<file path="src/rtl/wrapping_pointer.sv">
// Queue pointer {lap, address}. The address wraps from DEPTH-1 back to 0, and the lap
// bit toggles on each wrap so that full and empty can be told apart.
module wrapping_pointer #(
  parameter int DEPTH      = 4,
  parameter int DEPTH_LOG2 = $clog2(DEPTH)
) (
  input  logic                  clock,
  input  logic                  resetn,
  input  logic                  increment,
  output logic [DEPTH_LOG2-1:0] address,
  output logic                  lap
);

  localparam logic [DEPTH_LOG2-1:0] LAST_ADDRESS = DEPTH_LOG2'(DEPTH - 1);

  logic [DEPTH_LOG2-1:0] address_q, address_d;
  logic                  lap_q, lap_d;

  // Wrap on LAST_ADDRESS rather than on overflow, so a DEPTH that is not a power of two works.
  always_comb begin
    address_d = address_q;
    lap_d     = lap_q;
    if (increment) begin
      if (address_q == LAST_ADDRESS) begin
        address_d = '0;
        lap_d     = ~lap_q;
      end else begin
        address_d = address_q + 1'b1;
      end
    end
  end

  always_ff @(posedge clock or negedge resetn) begin
    if (!resetn) begin
      address_q <= '0;
      lap_q     <= 1'b0;
    end else begin
      address_q <= address_d;
      lap_q     <= lap_d;
    end
  end

  assign address = address_q;
  assign lap     = lap_q;

endmodule

</file>
<file path="src/rtl/fifo_controller.sv">
// First-word-fall-through FIFO controller that drives an external dual-port memory with a
// combinational read port. Only the two pointers are state; all status is derived from them.
module fifo_controller #(
  parameter int WIDTH      = 8,
  parameter int DEPTH      = 4,
  parameter int DEPTH_LOG2 = $clog2(DEPTH)
) (
  input  logic                  clock,
  input  logic                  resetn,
  output logic                  full,
  output logic                  empty,
  output logic [DEPTH_LOG2:0]   level,
  input  logic                  write_enable,
  input  logic [WIDTH-1:0]      write_data,
  input  logic                  read_enable,
  output logic [WIDTH-1:0]      read_data,
  output logic                  memory_write_enable,
  output logic [DEPTH_LOG2-1:0] memory_write_address,
  output logic [WIDTH-1:0]      memory_write_data,
  output logic                  memory_read_enable,
  output logic [DEPTH_LOG2-1:0] memory_read_address,
  input  logic [WIDTH-1:0]      memory_read_data
);

  localparam logic [DEPTH_LOG2:0] DEPTH_COUNT = (DEPTH_LOG2 + 1)'(DEPTH);

  logic [DEPTH_LOG2-1:0] write_address, read_address;
  logic                  write_lap, read_lap;
  logic                  push_accept, pop_accept, addresses_equal;

  wrapping_pointer #(.DEPTH(DEPTH), .DEPTH_LOG2(DEPTH_LOG2)) u_write_pointer (
    .clock     (clock),
    .resetn    (resetn),
    .increment (push_accept),
    .address   (write_address),
    .lap       (write_lap)
  );

  wrapping_pointer #(.DEPTH(DEPTH), .DEPTH_LOG2(DEPTH_LOG2)) u_read_pointer (
    .clock     (clock),
    .resetn    (resetn),
    .increment (pop_accept),
    .address   (read_address),
    .lap       (read_lap)
  );

  assign addresses_equal = (write_address == read_address);
  assign empty           = addresses_equal && (write_lap == read_lap);
  assign full            = addresses_equal && (write_lap != read_lap);

  // When the laps differ, the writer has wrapped once more than the reader.
  always_comb begin
    if (write_lap == read_lap) begin
      level = {1'b0, write_address} - {1'b0, read_address};
    end else begin
      level = DEPTH_COUNT - {1'b0, read_address} + {1'b0, write_address};
    end
  end

  assign push_accept = write_enable && !full;
  assign pop_accept  = read_enable && !empty;

  assign memory_write_enable  = push_accept;
  assign memory_write_address = write_address;
  assign memory_write_data    = write_data;

  assign memory_read_enable  = !empty;
  assign memory_read_address = read_address;
  assign read_data           = memory_read_data;

endmodule
</file>
<file path="config.mk">
export PLATFORM = sky130hd
export DESIGN_NAME = fifo_controller
export DESIGN_NICKNAME = d
export VERILOG_FILES = /design/src/rtl/wrapping_pointer.sv /design/src/rtl/fifo_controller.sv
export SDC_FILE = /design/constraint.sdc
export NUM_CORES = 1
export LEC_CHECK = 0
export CORE_ASPECT_RATIO = 1.1
export CORE_MARGIN = 4
export CORE_UTILIZATION = 29
export DETAILED_ROUTE_END_ITERATION = 7
export PLACE_DENSITY_LB_ADDON = 0.25
export SLEW_MARGIN = 10
export SYNTH_ARGS = -nofsm -noshare
export SYNTH_HDL_FRONTEND = slang
export SYNTH_HIERARCHICAL = 1
export SYNTH_SLANG_ARGS = --single-unit
</file>
<file path="constraint.sdc">
create_clock -name clock -period 1.7 [get_ports clock]
set_input_delay 0.51 -clock clock [delete_from_list [all_inputs] [get_ports clock]]
set_output_delay 0.51 -clock clock [all_outputs]
set_load 0.01 [all_outputs]
</file>
* Word level (Yosys, flattened, before mapping)
Index checks and enable logic that the tools add are counted.
Widths: inputs -> output; s select.
** Word-level totals
- Register bits :: 6
- Output and inout port bits :: 27
** Operators by class
- Muxes and demuxes :: 3
- $add $sub $neg :: 5
- Eq/ne operators :: 5
- Bitwise gates (word level) :: 2
- Reductions and logical operators :: 8
** Operators with widths (number)
- $add 2x1->2 const B :: 2
- $eq 2x2->1 const B :: 2
- $logic_and 1x1->1 :: 4
- $mux 2 :: 2
- $reduce_and 2->1 :: 2
- $add 3x2->3 :: 1
- $mux 3 :: 1
- $sub 2x2->3 :: 1
- $sub 3x2->3 const A :: 1
- $eq 2x2->1 :: 1
- $logic_not 1->1 :: 2
- $not 1->1 :: 2
- $eq 1x1->1 :: 1
- $ne 1x1->1 :: 1

* Logic depth before layout (Yosys ltp)
Gate-level depths: netlist of the first run.
- Word-level depth :: 5
- Gate-level depth with buffers :: 6
- Mapped depth without buffers :: 6

* By module
The synthesis of the first run kept the hierarchy.
** By module, submodules not included
- wrapping_pointer :: cells an instance 9, area an instance 131.4 sq um, times used 2
- fifo_controller :: cells an instance 33, area an instance 245.2 sq um, times used 1

* Worst setup path after synthesis of the first run
No wires, ideal clock.
- Kind :: register -> output
- Start point :: register u_write_pointer.address_q[0], in the netlist u_write_pointer/address[0]
- End point :: output level[2]
- Slack :: -0.116 ns
- Buffers on the path :: 0
- Stages on the path, launching flop included :: 5
- Arrival :: 1.306 ns
- Required time :: 1.190 ns
- Path through :: dfrtp_1 > inv_1 > ha_1 > fa_1 > xnor2_1
** On the way
- Cells in the longest elaborated chain, start to end :: 2
- Elaborated cells on any way between the ends :: 3
- Those cells by class :: add/sub (2); mux (1)
** RTL lines
- start: declaration :: RTL line wrapping_pointer.sv:16 : logic [DEPTH_LOG2-1:0] address_q, address_d;
- start signal: assignment :: RTL line wrapping_pointer.sv:38 : address_q <= address_d;
- $add 3x2->3 or $sub 2x2->3 (tied branches) :: RTL line fifo_controller.sv:56, fifo_controller.sv:54
- $mux 3 * :: RTL line fifo_controller.sv:53 : if (write_lap == read_lap) begin
- end: declaration :: RTL line fifo_controller.sv:12 : output logic [DEPTH_LOG2:0] level,
Mark *: on every way between the ends. The rest lies on a longest branch, timed or not.

* Worst setup path after layout of the first run
- Start point :: register u_read_pointer.address_q[0], in the netlist u_read_pointer/address[0]
- End point :: output level[1]
** On the way
- Cells in the longest elaborated chain, start to end :: 3
- Elaborated cells on any way between the ends :: 4
- Those cells by class :: add/sub (3); mux (1)
** RTL lines
- start: declaration :: RTL line wrapping_pointer.sv:16
- start signal: assignment :: RTL line wrapping_pointer.sv:38
- $sub 3x2->3 :: RTL line fifo_controller.sv:56 : level = DEPTH_COUNT - {1'b0, read_address} + {1'b0, write_address};
- $add 3x2->3 :: RTL line fifo_controller.sv:56
- $mux 3 * :: RTL line fifo_controller.sv:53
Marks and branches as above.

==> results of run 1 <==
[area by class of cell]
| type | instances | area [um^2] | share of cell area (%) |
|---|---|---|---|
| Clock buffer | 3 | 22.5 | 2.97 |
| Sequential cell | 6 | 151 | 19.9 |
| Inverter | 6 | 25.0 | 3.29 |
| Timing Repair Buffer | 32 | 265 | 34.9 |
| Tap cell | 17 | 21.3 | 2.80 |
| Multi-Input combinational cell | 23 | 274 | 36.1 |
[cell families after synthesis]
| group | Yosys count | synth area share, % |
|---|---|---|
| xor gates and xnor gates | 4 | 8.38 |
| adders and majority gates | 5 | 13.8 |
| muxes | 4 | 9.85 |
| AOI/OAI and AO/OA | 2 | 2.71 |
| DFF | 6 | 29.6 |
| buffers and inverters | 22 | 28.1 |
| and+or+nand+nor | 8 | 7.63 |
[worst max path at each step]
| stage | depth (start not counted) | endpoint | from |
|---|---|---|---|
| floorplan | 4 | level[1] | u_write_pointer/address[0]$_DFFE_PN0P_ |
| global placement | 3 | memory_write_enable | write_enable |
| detailed placement | 3 | memory_write_enable | write_enable |
| CTS | 4 | level[1] | u_read_pointer/address[0]$_DFFE_PN0P_ |
| global route | 4 | level[1] | u_read_pointer/address[0]$_DFFE_PN0P_ |
| finish | 4 | level[1] | u_read_pointer/address[0]$_DFFE_PN0P_ |
[power by group]
part | internal, mW | total (mW) | switching [mW]
registers | 0.224 | 0.313 | 0.0883
clock network | 0.0801 | 0.135 | 0.0545
logic | 1.04 | 1.71 | 0.663
[cell usage after synthesis]
library cell and n:
inv_1 6, nand2b_1 2, mux2i_1 2, ha_1 4
and3_1 1, a31oi_1 1, dfrtp_1 6, o21a_1 1
mux2_4 2, buf_4 16, fa_1 1, nand2_1 3
xnor2_2 1, nand3_1 1, nor2_1 1, xnor2_1 3
[per-layer routing]
layer | GRT usage [%] | share of wire, % | vias to the layer above
met5 | 0 | 0 | -
met4 | 2.69 | 0.53 | 0
met3 | 7.27 | 14 | 2
met2 | 15.2 | 52 | 20
met1 | 9.36 | 33 | 170
li1 | - | - | 185
[sequential cells by signal (all words and copies together), names as in the netlist]
signal	cells
u_read_pointer/address	2
u_read_pointer/lap	1
u_write_pointer/address	2
u_write_pointer/lap	1
[worst max-delay path, cell delays in order, from the launching register on]
cell     delay (ns)
dfrtp_1        0.41
ha_4           0.17
fa_2           0.52
inv_2          0.04
buf_6          0.11
[repair_timing]
action / in CTS / in global routing
gates cloned: 0 / 0
endpoints found under the setup margin: 11 / 10
pin swaps: 4 / 3
setup buffers: 6 / 3
resized for setup: 43 / 15
==> results_dict.tcl, run 1 <==
set metrics [dict create \
    r2r_start "u_read_pointer/address[1]$_DFFE_PN0P_" \
    power_mw 2.15 \
    setup_viol 6 \
    std_cell_rows 15 \
    fin_area_um2 759 \
    dpl.hpwl_um 780 \
    synth-seq-cells 6 \
    grt_pass1_vias 343 \
    grt_pass1_wl_mm 1.55 \
    layout.nets 97 \
    synthCells 51 \
    path_max_fanout 2 \
    drc 0 \
    n_antenna_cell 0 \
    yosys.area.top_type_share_pct 29.6 \
    avgSynthCellArea_um2 9.96 \
    rsz0062_at_grt "yes" \
    holdBufCountCts 0 \
    dpl_cell_area_um2 637 \
    seq_area_frac_synth_pct 29.6 \
    critical_path_class "flip-flop to output pin" \
    whs_ns 0.498 \
    chipHeight_um 51.9 \
    htree_num_levels 1 \
    pre_cts_slack_ns -0.440 \
    leakage_nw 0.379 \
    synthTopCellsByArea "dfrtp_1 30%, buf_4 24%, ha_1 9.9%" \
    tns_ns -1.04 \
    r2r_end "u_read_pointer/address[1]$_DFFE_PN0P_" \
    clkSlewWorstSetupHoldPaths_ns 0.05 \
    violations "setup timing" \
    dieWidth_um 47.9 \
    start_util_pct 31.5 \
    start_kind "flip-flop" \
    max_slew_margin_pct 81.4 \
    gp_congestion 0.701 \
    syn-cell-area_um2 508 \
    crit_arrival_ns 1.49 \
    routed_wl_mm 1.13 \
    reg2regPathDepth 7 \
    syn_to_final_growth_pct 49.5 \
    yosys_warnings 6 \
    cts_tree "done" \
    finalHoldViolations 0 \
    via_per_inst 4.33 \
    core_area_um2 1610 \
    stdcell_count 87 \
    drt-pass1-iter-count 4 \
    dp.cells 76 \
    drt-wirelength-per-cell_um 13.0 \
    io_pins 47 \
    vdd_drop_max_mv 1.13 \
    grt_max_degree 7 \
    drive_gt1_share_pct 64.3 \
    maxSlewViolCount 0 \
    synth_cell_type_count 16 \
    cts_root_buf "clkbuf_4" \
    r2r_setup_slack_ns 0.12 \
    antenna_left 0 \
    layout_setup_ws_ns -0.304 \
    numCtsBuffers 3 \
    period_share_pct 118 \
    clk_latency_ns 0.25 \
    powerDensity_nw_per_um2 2840 \
    cap_violations 0 \
    syn-num-nets 76 \
    clockBufferDepth 2 \
    layout_common_cells "14 x buf_4, 8 x buf_6, 5 x dfrtp_1, 4 x buf_2" \
    dieArea_um2 2490 \
    grt_overflow_total 0 \
    worst_pin_slew_ns 0.278 \
    first_iter_violations 3 \
    yosys.area.top_type "dfrtp_1" \
    nFillCells 163 \
    final_common_cell "buf_4" \
    min_path_type "primary input to async pin" \
    dr_total_vias 377 \
    skew_ns 0.0142 \
    port-buffer-count 14 \
    max_freq_ghz 0.499 \
    fin_crit_ns 2.00 \
    status "complete, but fails checks" \
    final_util_pct 47.1 \
    antenna_found_initial 0 \
    clock_sinks 6 \
    endpoint_kind "output pin" \
    crit_required_ns 1.19 \
    track_usage_pct 9.52 \
]
(Power assumes the default switching activity.)
==> run 2: changes to the inputs <==
--- a/config.mk
+++ b/config.mk
@@ -5,6 +5,7 @@
 export SDC_FILE = /design/constraint.sdc
 export NUM_CORES = 1
 export LEC_CHECK = 0
+export ABC_CLOCK_PERIOD_IN_PS = 2260
 export CORE_ASPECT_RATIO = 1.1
 export CORE_MARGIN = 4
 export CORE_UTILIZATION = 29
==> constraint.sdc (replaced) <==
create_clock -name clock -period 2.26 [get_ports clock]
set_input_delay 0.678 -clock clock [delete_from_list [all_inputs] [get_ports clock]]
set_output_delay 0.678 -clock clock [all_outputs]
set_load 0.01 [all_outputs]
==> run 2 against run 1 <==
Net effect:
- the flow now finishes without violations
- critical path depth decreased by 1
- clock skew shrank 0.011 ns
- first-iteration DRC count down 100%
- count of clock-buffer cells in the layout unchanged
- wire length decreased by 21%
- final cell count decreased by 13%
- sequential cell count is the same
==> results_dict.tcl, run 2 (same netlist as run 1, synthesis figures left out) <==
set metrics [dict create \
    drt-wirelength-per-cell_um 11.8 \
    chipHeight_um 51.9 \
    setup_viol 0 \
    min_path_type "flip-flop to flip-flop" \
    routed_wl_um 896 \
    clkSlewWorstSetupHoldPaths_ns 0.05 \
    std_cell_rows 15 \
    slowest_delay_ns 0.46 \
    max_slew_margin_pct 72.8 \
    holdBufCountCts 0 \
    antenna_found_initial 0 \
    clock_sinks 6 \
    worst_pin_slew_ns 0.407 \
    grt_pass1_vias 331 \
    rsz0062_at_grt "no" \
    layout.nets 86 \
    max_freq_ghz 0.458 \
    maxSlewViolCount 0 \
    crit_arrival_ns 1.51 \
    gp_congestion 0.607 \
    cts_root_buf "clkbuf_4" \
    antenna_left 0 \
    whs_ns 0.570 \
    drive_gt1_share_pct 27.1 \
    dieArea_um2 2490 \
    leakage_nw 0.317 \
    numCtsBuffers 3 \
    critical_path_class "primary input to output pin" \
    finalHoldViolations 0 \
    status "complete, no violations" \
    endpoint_kind "output pin" \
    cts_tree "done" \
    layout_common_cells "7 x clkdlybuf4s50_1, 7 x buf_4, 6 x inv_1, 6 x dfrtp_1, 4 x dlygate4sd2_1" \
    period_share_pct 96.7 \
    dpl.hpwl_um 742 \
    start_kind "primary input" \
    grt_pass1_wl_mm 1.43 \
    crit_required_ns 1.58 \
    dr_total_vias 341 \
    crit_path_cell_trace "clkdlybuf4s50_1 > o21a_1 > clkdlybuf4s15_1" \
    drt-pass1-iter-count 1 \
    nFillCells 171 \
    fin_crit_ns 2.19 \
    first_iter_violations 0 \
    clk_latency_ns 0.24 \
    grt_max_degree 7 \
    syn_to_final_growth_pct 24.6 \
    vdd_drop_max_mv 0.590 \
    drc 0 \
    path_max_fanout 2 \
    clockBufferDepth 2 \
    via_per_inst 4.49 \
    n_antenna_cell 0 \
    core_area_um2 1610 \
    powerDensity_nw_per_um2 1930 \
    track_usage_pct 8.16 \
    power_mw 1.22 \
    dieWidth_um 47.9 \
    slowest_stage "clkdlybuf4s50_1" \
    start_util_pct 31.5 \
    io_pins 47 \
    cap_violations 0 \
    grt_overflow_total 0 \
    skew_ns 0.00329 \
    port-buffer-count 14 \
    htree_num_levels 1 \
]
[run 2: cell count changes in the layout (fill, tap and decap cells not counted), sizes merged]
cell	delta
buf	-18
clkbuf	-1
clkdlybuf4s50	+4
dlygate4sd2	+4
[run 2: what timing repair did]
item,4_1_cts,5_1_grt
buffers inserted,1,0
cloned,0,0
resized for setup,12,3
endpoints found under the setup margin,7,2
[run 2: metrics by stage]
step	cells	setup TNS, ns	cell area, um^2	setup WS (ns)	util, %
4_1_cts	76	0	624	0.00992	38.7
3_3_place_gp	72	-0.304	594	-0.234	36.8
3_5_place_dp	72	-0.307	594	-0.225	36.8
2_1_floorplan	51	0	508	0.276	-
5_1_grt	76	0	633	0.00468	39.2
6_report	76	0	633	0.0745	39.2
[run 2: power by group]
part | internal (mW) | total [mW] | switching (mW)
Combinational | 0.508 | 0.897 | 0.389
Sequential | 0.167 | 0.227 | 0.0605
Clock | 0.0600 | 0.0981 | 0.0381
Total | 0.735 | 1.22 | 0.487
[run 2: layout make-up]
type | instances | area, um^2 | share of cell area [%]
flip-flops and latches | 6 | 150 | 23.7
well taps | 17 | 21.3 | 3.36
multi-input cells | 23 | 239 | 37.7
clock buffers | 3 | 22.5 | 3.56
repair buffers | 21 | 178 | 28.1
inverters | 6 | 22.5 | 3.56
[run 2: worst paths after layout]
kind,startpoint,end,slack (ns),cells past startpoint
max in group asynchronous,resetn,u_read_pointer/lap$_DFFE_PN0P_,1.36,1
worst max-delay path,write_enable,memory_write_enable,0.07,3
min in group asynchronous,resetn,u_write_pointer/address[1]$_DFFE_PN0P_,0.68,1
worst max register to register,u_write_pointer/address[0]$_DFFE_PN0P_,u_read_pointer/address[1]$_DFFE_PN0P_,0.66,5
worst min-delay path,u_read_pointer/address[0]$_DFFE_PN0P_,u_read_pointer/address[0]$_DFFE_PN0P_,0.57,2
worst min register to register,u_read_pointer/address[0]$_DFFE_PN0P_,u_read_pointer/address[0]$_DFFE_PN0P_,0.57,2
[run 2: worst max-delay path: cells and delay by family]
kind                   cells  cell delay [ns]
buffers and inverters      2             0.70
AOI/OAI and AO/OA          1             0.13
[run 2: layer usage]
| layer | GRT usage [%] | share of wire [%] | vias up |
|---|---|---|---|
| met5 | 0 | 0 | - |
| met4 | 3.14 | 0.56 | 0 |
| met3 | 4.50 | 13 | 2 |
| met2 | 11.0 | 45 | 14 |
| met1 | 10.7 | 41 | 161 |
| li1 | - | - | 164 |
==> run 3: changes to the inputs <==
--- a/config.mk
+++ b/config.mk
@@ -8,11 +8,10 @@
 export ABC_CLOCK_PERIOD_IN_PS = 2260
 export CORE_ASPECT_RATIO = 1.1
 export CORE_MARGIN = 4
-export CORE_UTILIZATION = 29
+export CORE_UTILIZATION = 30
 export DETAILED_ROUTE_END_ITERATION = 7
 export PLACE_DENSITY_LB_ADDON = 0.25
 export SLEW_MARGIN = 10
 export SYNTH_ARGS = -nofsm -noshare
 export SYNTH_HDL_FRONTEND = slang
-export SYNTH_HIERARCHICAL = 1
 export SYNTH_SLANG_ARGS = --single-unit
==> run 3 against run 2 <==
Net effect:
- combinational power is 11% higher
- sequential cell count stayed put
- sequential share of layout area is 1.2 points lower
- largest cell class unchanged
- via count is 12% higher
- wire length is 8.7% higher
- sequential power is 4% lower
- die area is 0.80% lower
- final cell count is 12% higher
- non-clock buffer count is 4 higher
- power is 7.6% higher
- global-route usage is 1.9 points higher
- setup slack better by 0.018 ns
==> results_dict.tcl, run 3 <==
set metrics [dict create \
    skew_ns 0.00114 \
    path_max_fanout 2 \
    antenna_found_initial 0 \
    cap_violations 0 \
    synth_top_flop_cell "dfrtp_1" \
    start_kind "flip-flop" \
    dr_total_vias 383 \
    routed_wl_um 974 \
    yosys.area.top_type_share_pct 28.8 \
    r2r_end "u_read_pointer.address[1]$_DFFE_PN0P_" \
    final_util_pct 41.4 \
    fin_area_um2 668 \
    fin_crit_ns 2.17 \
    gp_congestion 0.666 \
    netlist_top_cells_count "16 x buf_4, 8 x inv_1, 6 x dfrtp_1" \
    worst_pin_slew_ns 0.291 \
    numCtsBuffers 3 \
    cts_root_buf "clkbuf_4" \
    max_slew_margin_pct 80.6 \
    dieArea_um2 2470 \
    reg2regPathDepth 5 \
    synth_mux_area_share_pct 10.8 \
    crit_arrival_ns 1.49 \
    startpoint "u_write_pointer.address[0]$_DFFE_PN0P_" \
    critical_path_class "flip-flop to output pin" \
    via_per_inst 4.51 \
    dieWidth_um 47.7 \
    dpl.hpwl_um 778 \
    setup_viol 0 \
    synth-edff-count 0 \
    synth_top_family_by_area "buffers and inverters" \
    max_freq_ghz 0.461 \
    finalHoldViolations 0 \
    syn-cell-area_um2 520 \
    dpl_cell_area_um2 622 \
    layout.nets 95 \
    endpoint_kind "output pin" \
    r2r_start "u_write_pointer.address[0]$_DFFE_PN0P_" \
    grt_pass1_wl_mm 1.68 \
    drc 0 \
    async_flop_share_pct 100 \
    clock_sinks 6 \
    layout_common_cells "11 x buf_4, 8 x inv_1, 7 x clkdlybuf4s50_1, 6 x dfrtp_1, 5 x mux2_1" \
    clkSlewWorstSetupHoldPaths_ns 0.04 \
    first_iter_violations 5 \
    port-buffer-count 14 \
    syn_to_final_growth_pct 28.4 \
    io_pins 47 \
    chipHeight_um 51.7 \
    status "complete, no violations" \
    core_area_um2 1610 \
    hold_depth 2 \
    synth-seq-cells 6 \
    dp.cells 79 \
    powerDensity_nw_per_um2 1970 \
    min_path_type "flip-flop to flip-flop" \
    synthTopCellsByArea "dfrtp_1 29%, buf_4 23%, mux2_1 11%" \
    syn-num-nets 81 \
    r2r_setup_slack_ns 0.75 \
    drt-wirelength-per-cell_um 11.5 \
    synth_compound_area_share_pct 7.93 \
    synth-simple-area-share_pct 5.29 \
    rsz0062_at_grt "no" \
    layout_setup_ws_ns 0.0924 \
    cts_tree "done" \
    crit_required_ns 1.58 \
    synthCells 56 \
    clockBufferDepth 2 \
    yosysMostFrequentCell "buf_4" \
    start_util_pct 32.2 \
    maxSlewViolCount 0 \
    std_cell_rows 15 \
    min_to "u_write_pointer.lap$_DFFE_PN0P_" \
    period_share_pct 95.9 \
    drive_gt1_share_pct 32.4 \
    htree_num_levels 1 \
    vdd_drop_max_mv 0.913 \
    hold_start "u_write_pointer.lap$_DFFE_PN0P_" \
    synth_xor_area_share_pct 4.81 \
    drt-pass1-iter-count 4 \
    track_usage_pct 10.0 \
    grt_overflow_total 0 \
    clk_latency_ns 0.24 \
    stdcell_count 85 \
    pre_cts_slack_ns -0.261 \
    final_common_cell "buf_4" \
    yosys_warnings 0 \
    seq_area_frac_synth_pct 28.8 \
    antenna_left 0 \
    grt_pass1_vias 396 \
    leakage_nw 0.342 \
    yosys.area.top_type "dfrtp_1" \
    synthAdderAreaFrac_pct 13.5 \
    synth_cell_type_count 15 \
    n_antenna_cell 0 \
    grt_max_degree 7 \
    avgSynthCellArea_um2 9.29 \
]
-- run 3: stage by stage --
step | power (mW) | TNS, ns | hold WS [ns]
after detailed placement | 1.24 | -0.342 | 0.572
after global routing | 1.47 | 0 | 0.624
after CTS | 1.33 | 0 | 0.585
after global placement | 1.23 | -0.295 | 0.564
after floorplan | 0.722 | 0 | 0.382
final | 1.32 | 0 | 0.579
-- run 3: critical path, stage by stage, from the launching register on --
cell and delay, ns:
dfrtp_1 0.34, inv_1 0.05, ha_1 0.20, fa_2 0.51, inv_1 0.03, clkbuf_2 0.11
-- run 3: cell type report --
class,instances,area (um^2)
inverters,8,30.0
clock buffers,3,22.5
well taps,17,21.3
repair buffers,25,203
fillers,174,946
multi-input cells,26,241
flip-flops and latches,6,150
-- run 3: cell families (layout without fill, tap and decap cells) --
logic type      count (synthesis)  in the layout
simple gates                    7              7
xor+xnor                        2              2
fa+ha+maj                       5              5
flops                           6              6
mux                             5              5
compound gates                  7              7
buf+inv                        24             36
-- run 3: how the worst max path moves through the flow --
stage | endpoint | cells past startpoint | slack, ns
2_1_floorplan | level[2] | 4 | 0.28
3_3_place_gp | memory_write_enable | 4 | -0.22
3_5_place_dp | memory_write_enable | 4 | -0.26
4_1_cts | memory_write_enable | 4 | 0.02
5_1_grt | level[2] | 5 | 0.02
6_report | level[1] | 5 | 0.09
-- run 3: metal layers --
layer / GRT usage (%) / vias up / wire length [um]
li1: - / 190 / -
met1: 12.1 / 168 / 450
met2: 13.2 / 19 / 394
met3: 2.42 / 6 / 96
met4: 10.8 / 0 / 33
met5: 0 / - / 0
-- run 3: report_power, final --
| part | switching (mW) | internal (mW) |
|---|---|---|
| combinational | 0.452 | 0.548 |
| clock | 0.0369 | 0.0599 |
| sequential | 0.0531 | 0.166 |
| total | 0.542 | 0.774 |
-- run 3: repair_timing --
| item | CTS | global route |
|---|---|---|
| resized for setup | 13 | 5 |
| hold buffers | 0 | 0 |
| endpoints found under the setup margin | 7 | 3 |
| setup buffers | 3 | 0 |
| pin swaps | 1 | 1 |
==> patch (settings of run 1) <==
Register the output `level`; this adds one clock of latency there. The other outputs are not delayed to match.
--- a/src/rtl/fifo_controller.sv
+++ b/src/rtl/fifo_controller.sv
@@ -23,6 +23,8 @@
 );
 
   localparam logic [DEPTH_LOG2:0] DEPTH_COUNT = (DEPTH_LOG2 + 1)'(DEPTH);
+
+  logic [DEPTH_LOG2:0] level_d;
 
   logic [DEPTH_LOG2-1:0] write_address, read_address;
   logic                  write_lap, read_lap;
@@ -51,9 +53,9 @@
   // When the laps differ, the writer has wrapped once more than the reader.
   always_comb begin
     if (write_lap == read_lap) begin
-      level = {1'b0, write_address} - {1'b0, read_address};
+      level_d = {1'b0, write_address} - {1'b0, read_address};
     end else begin
-      level = DEPTH_COUNT - {1'b0, read_address} + {1'b0, write_address};
+      level_d = DEPTH_COUNT - {1'b0, read_address} + {1'b0, write_address};
     end
   end
 
@@ -68,4 +70,8 @@
   assign memory_read_address = read_address;
   assign read_data           = memory_read_data;
 
+  always_ff @(posedge clock) begin
+    level <= level_d;
+  end
+
 endmodule
Check against the original RTL: not equivalent (Yosys sat finds a counterexample within 4 cycles, from zero or initial values and one cycle with resetn low).
==> patch against run 1 <==
Maximum frequency grew 9.0%; global-route usage grew 0.69 points; largest power group unchanged; sequential power up 37%; power is 13% lower; design area is 0.33% lower; routed wire length is 1.7% lower; sequential share of layout area up 8.0 points; area after synthesis increased by 12%; the run still ends with setup timing left; setup slack improved by 170 ps; clock power rose by 23%; sequential cell count increased by 3; utilization is 5.5 points lower; synthesized cell count increased by 5.9%; highest routed layer unchanged.
==> patch: results (changes against run 1) <==
power:
  p_leak_uw: 0.000366  # -3.4%
  p_clk_uw: 166  # +23%
  peakVddDrop_uv: 989  # -12%
  power_density_nw_per_um2: 2490  # -12%
synth:
  synthAdderAreaFrac: 0.123  # -0.0146
  ys_seq_area_frac: 0.370  # +0.0745
  ys_async_sr_fraction: 0.667  # -0.333
  syn-mean-instance-area_um2: 10.5  # +5.6%
  synth.mux.area_fraction: 0.0881  # -0.0104
  yosys_register_bits: 9  # +3
grt:
  met2_usage: 0.161  # +0.00889
  gr-usage-met1: 0.108  # +0.0142
  first_global_vias: 422  # +23%
  met3_usage: 0.0409  # -0.0318
  grt_pass1_wl_um: 1980  # +28%
routing:
  wl_met2_um: 482  # -17%
  drt-met1-wl_um: 475  # +26%
  routed_wl_um: 1110  # -1.7%
  vias: 365  # -3.2%
  firstDrtPassIters: 2  # -2
cts:
  cts_setup_buffers: 1  # -5
  cts_resized: 28  # -35%
finish:
  register_area_um2: 211  # +40%
  final_util: 0.416  # -0.0550
  finalNetCount: 94  # -3.1%
  fillerInstances: 188  # +15%
  final-clk-cell-share: 0.0347  # +0.00506
  clkbuf_count: 4  # +1
  multi_input_area_um2: 254  # -7.3%
  final-nonclk-buf-share: 0.276  # -0.0732
timing:
  maxSlewHeadroom: 0.783  # -0.0312
  setup_viol_count_final: 4  # -2
  finClkSkew_ps: 1.55  # -12.7 ps
  worst_slack_ps: -138  # +166 ps
place:
  place_ws_ps: -454  # -13.7 ps
  gp_congestion: 0.672  # -4.2%
  place_area_um2: 704  # +11%
  dpl.hpwl_um: 890  # +14%
  place_inst: 90  # +18%
critical_path:
  slowest_delay_ps: 410  # -110 ps
  worstPathMaxFanout: 4  # +2
run_status:
  violations: "setup timing"
  outcome: "finished with violations"
[patch: cell count changes in the layout (fill, tap and decap cells not counted), sizes merged]
cell	change
dlygate4sd2	+4
clkdlybuf4s15	-1
dfxtp	+3
buf	-10
clkdlybuf4s50	+3
clkbuf	-1
[patch: cells by family after synthesis]
kind of cell,Yosys count
AND/OR/NAND/NOR,8
buffers and inverters,22
flip-flops,9
adder cells (fa/ha/maj),5
AO/OA/AOI/OAI,2
multiplexers,4
XOR/XNOR,4
[patch: worst paths after layout]
path,from,to,slack [ps],cells past startpoint
worst max-delay path,u_read_pointer/address[0],memory_write_enable,-140,4
min in group clock,u_write_pointer/address[0],u_write_pointer/address[0],600,2
worst min-delay path,resetn,u_read_pointer/lap,510,1
worst max register to register,u_write_pointer/address[1],u_read_pointer/address[1],190,5
max in group asynchronous,resetn,u_write_pointer/lap,930,1
worst min register to register,u_write_pointer/address[0],u_write_pointer/address[0],600,2
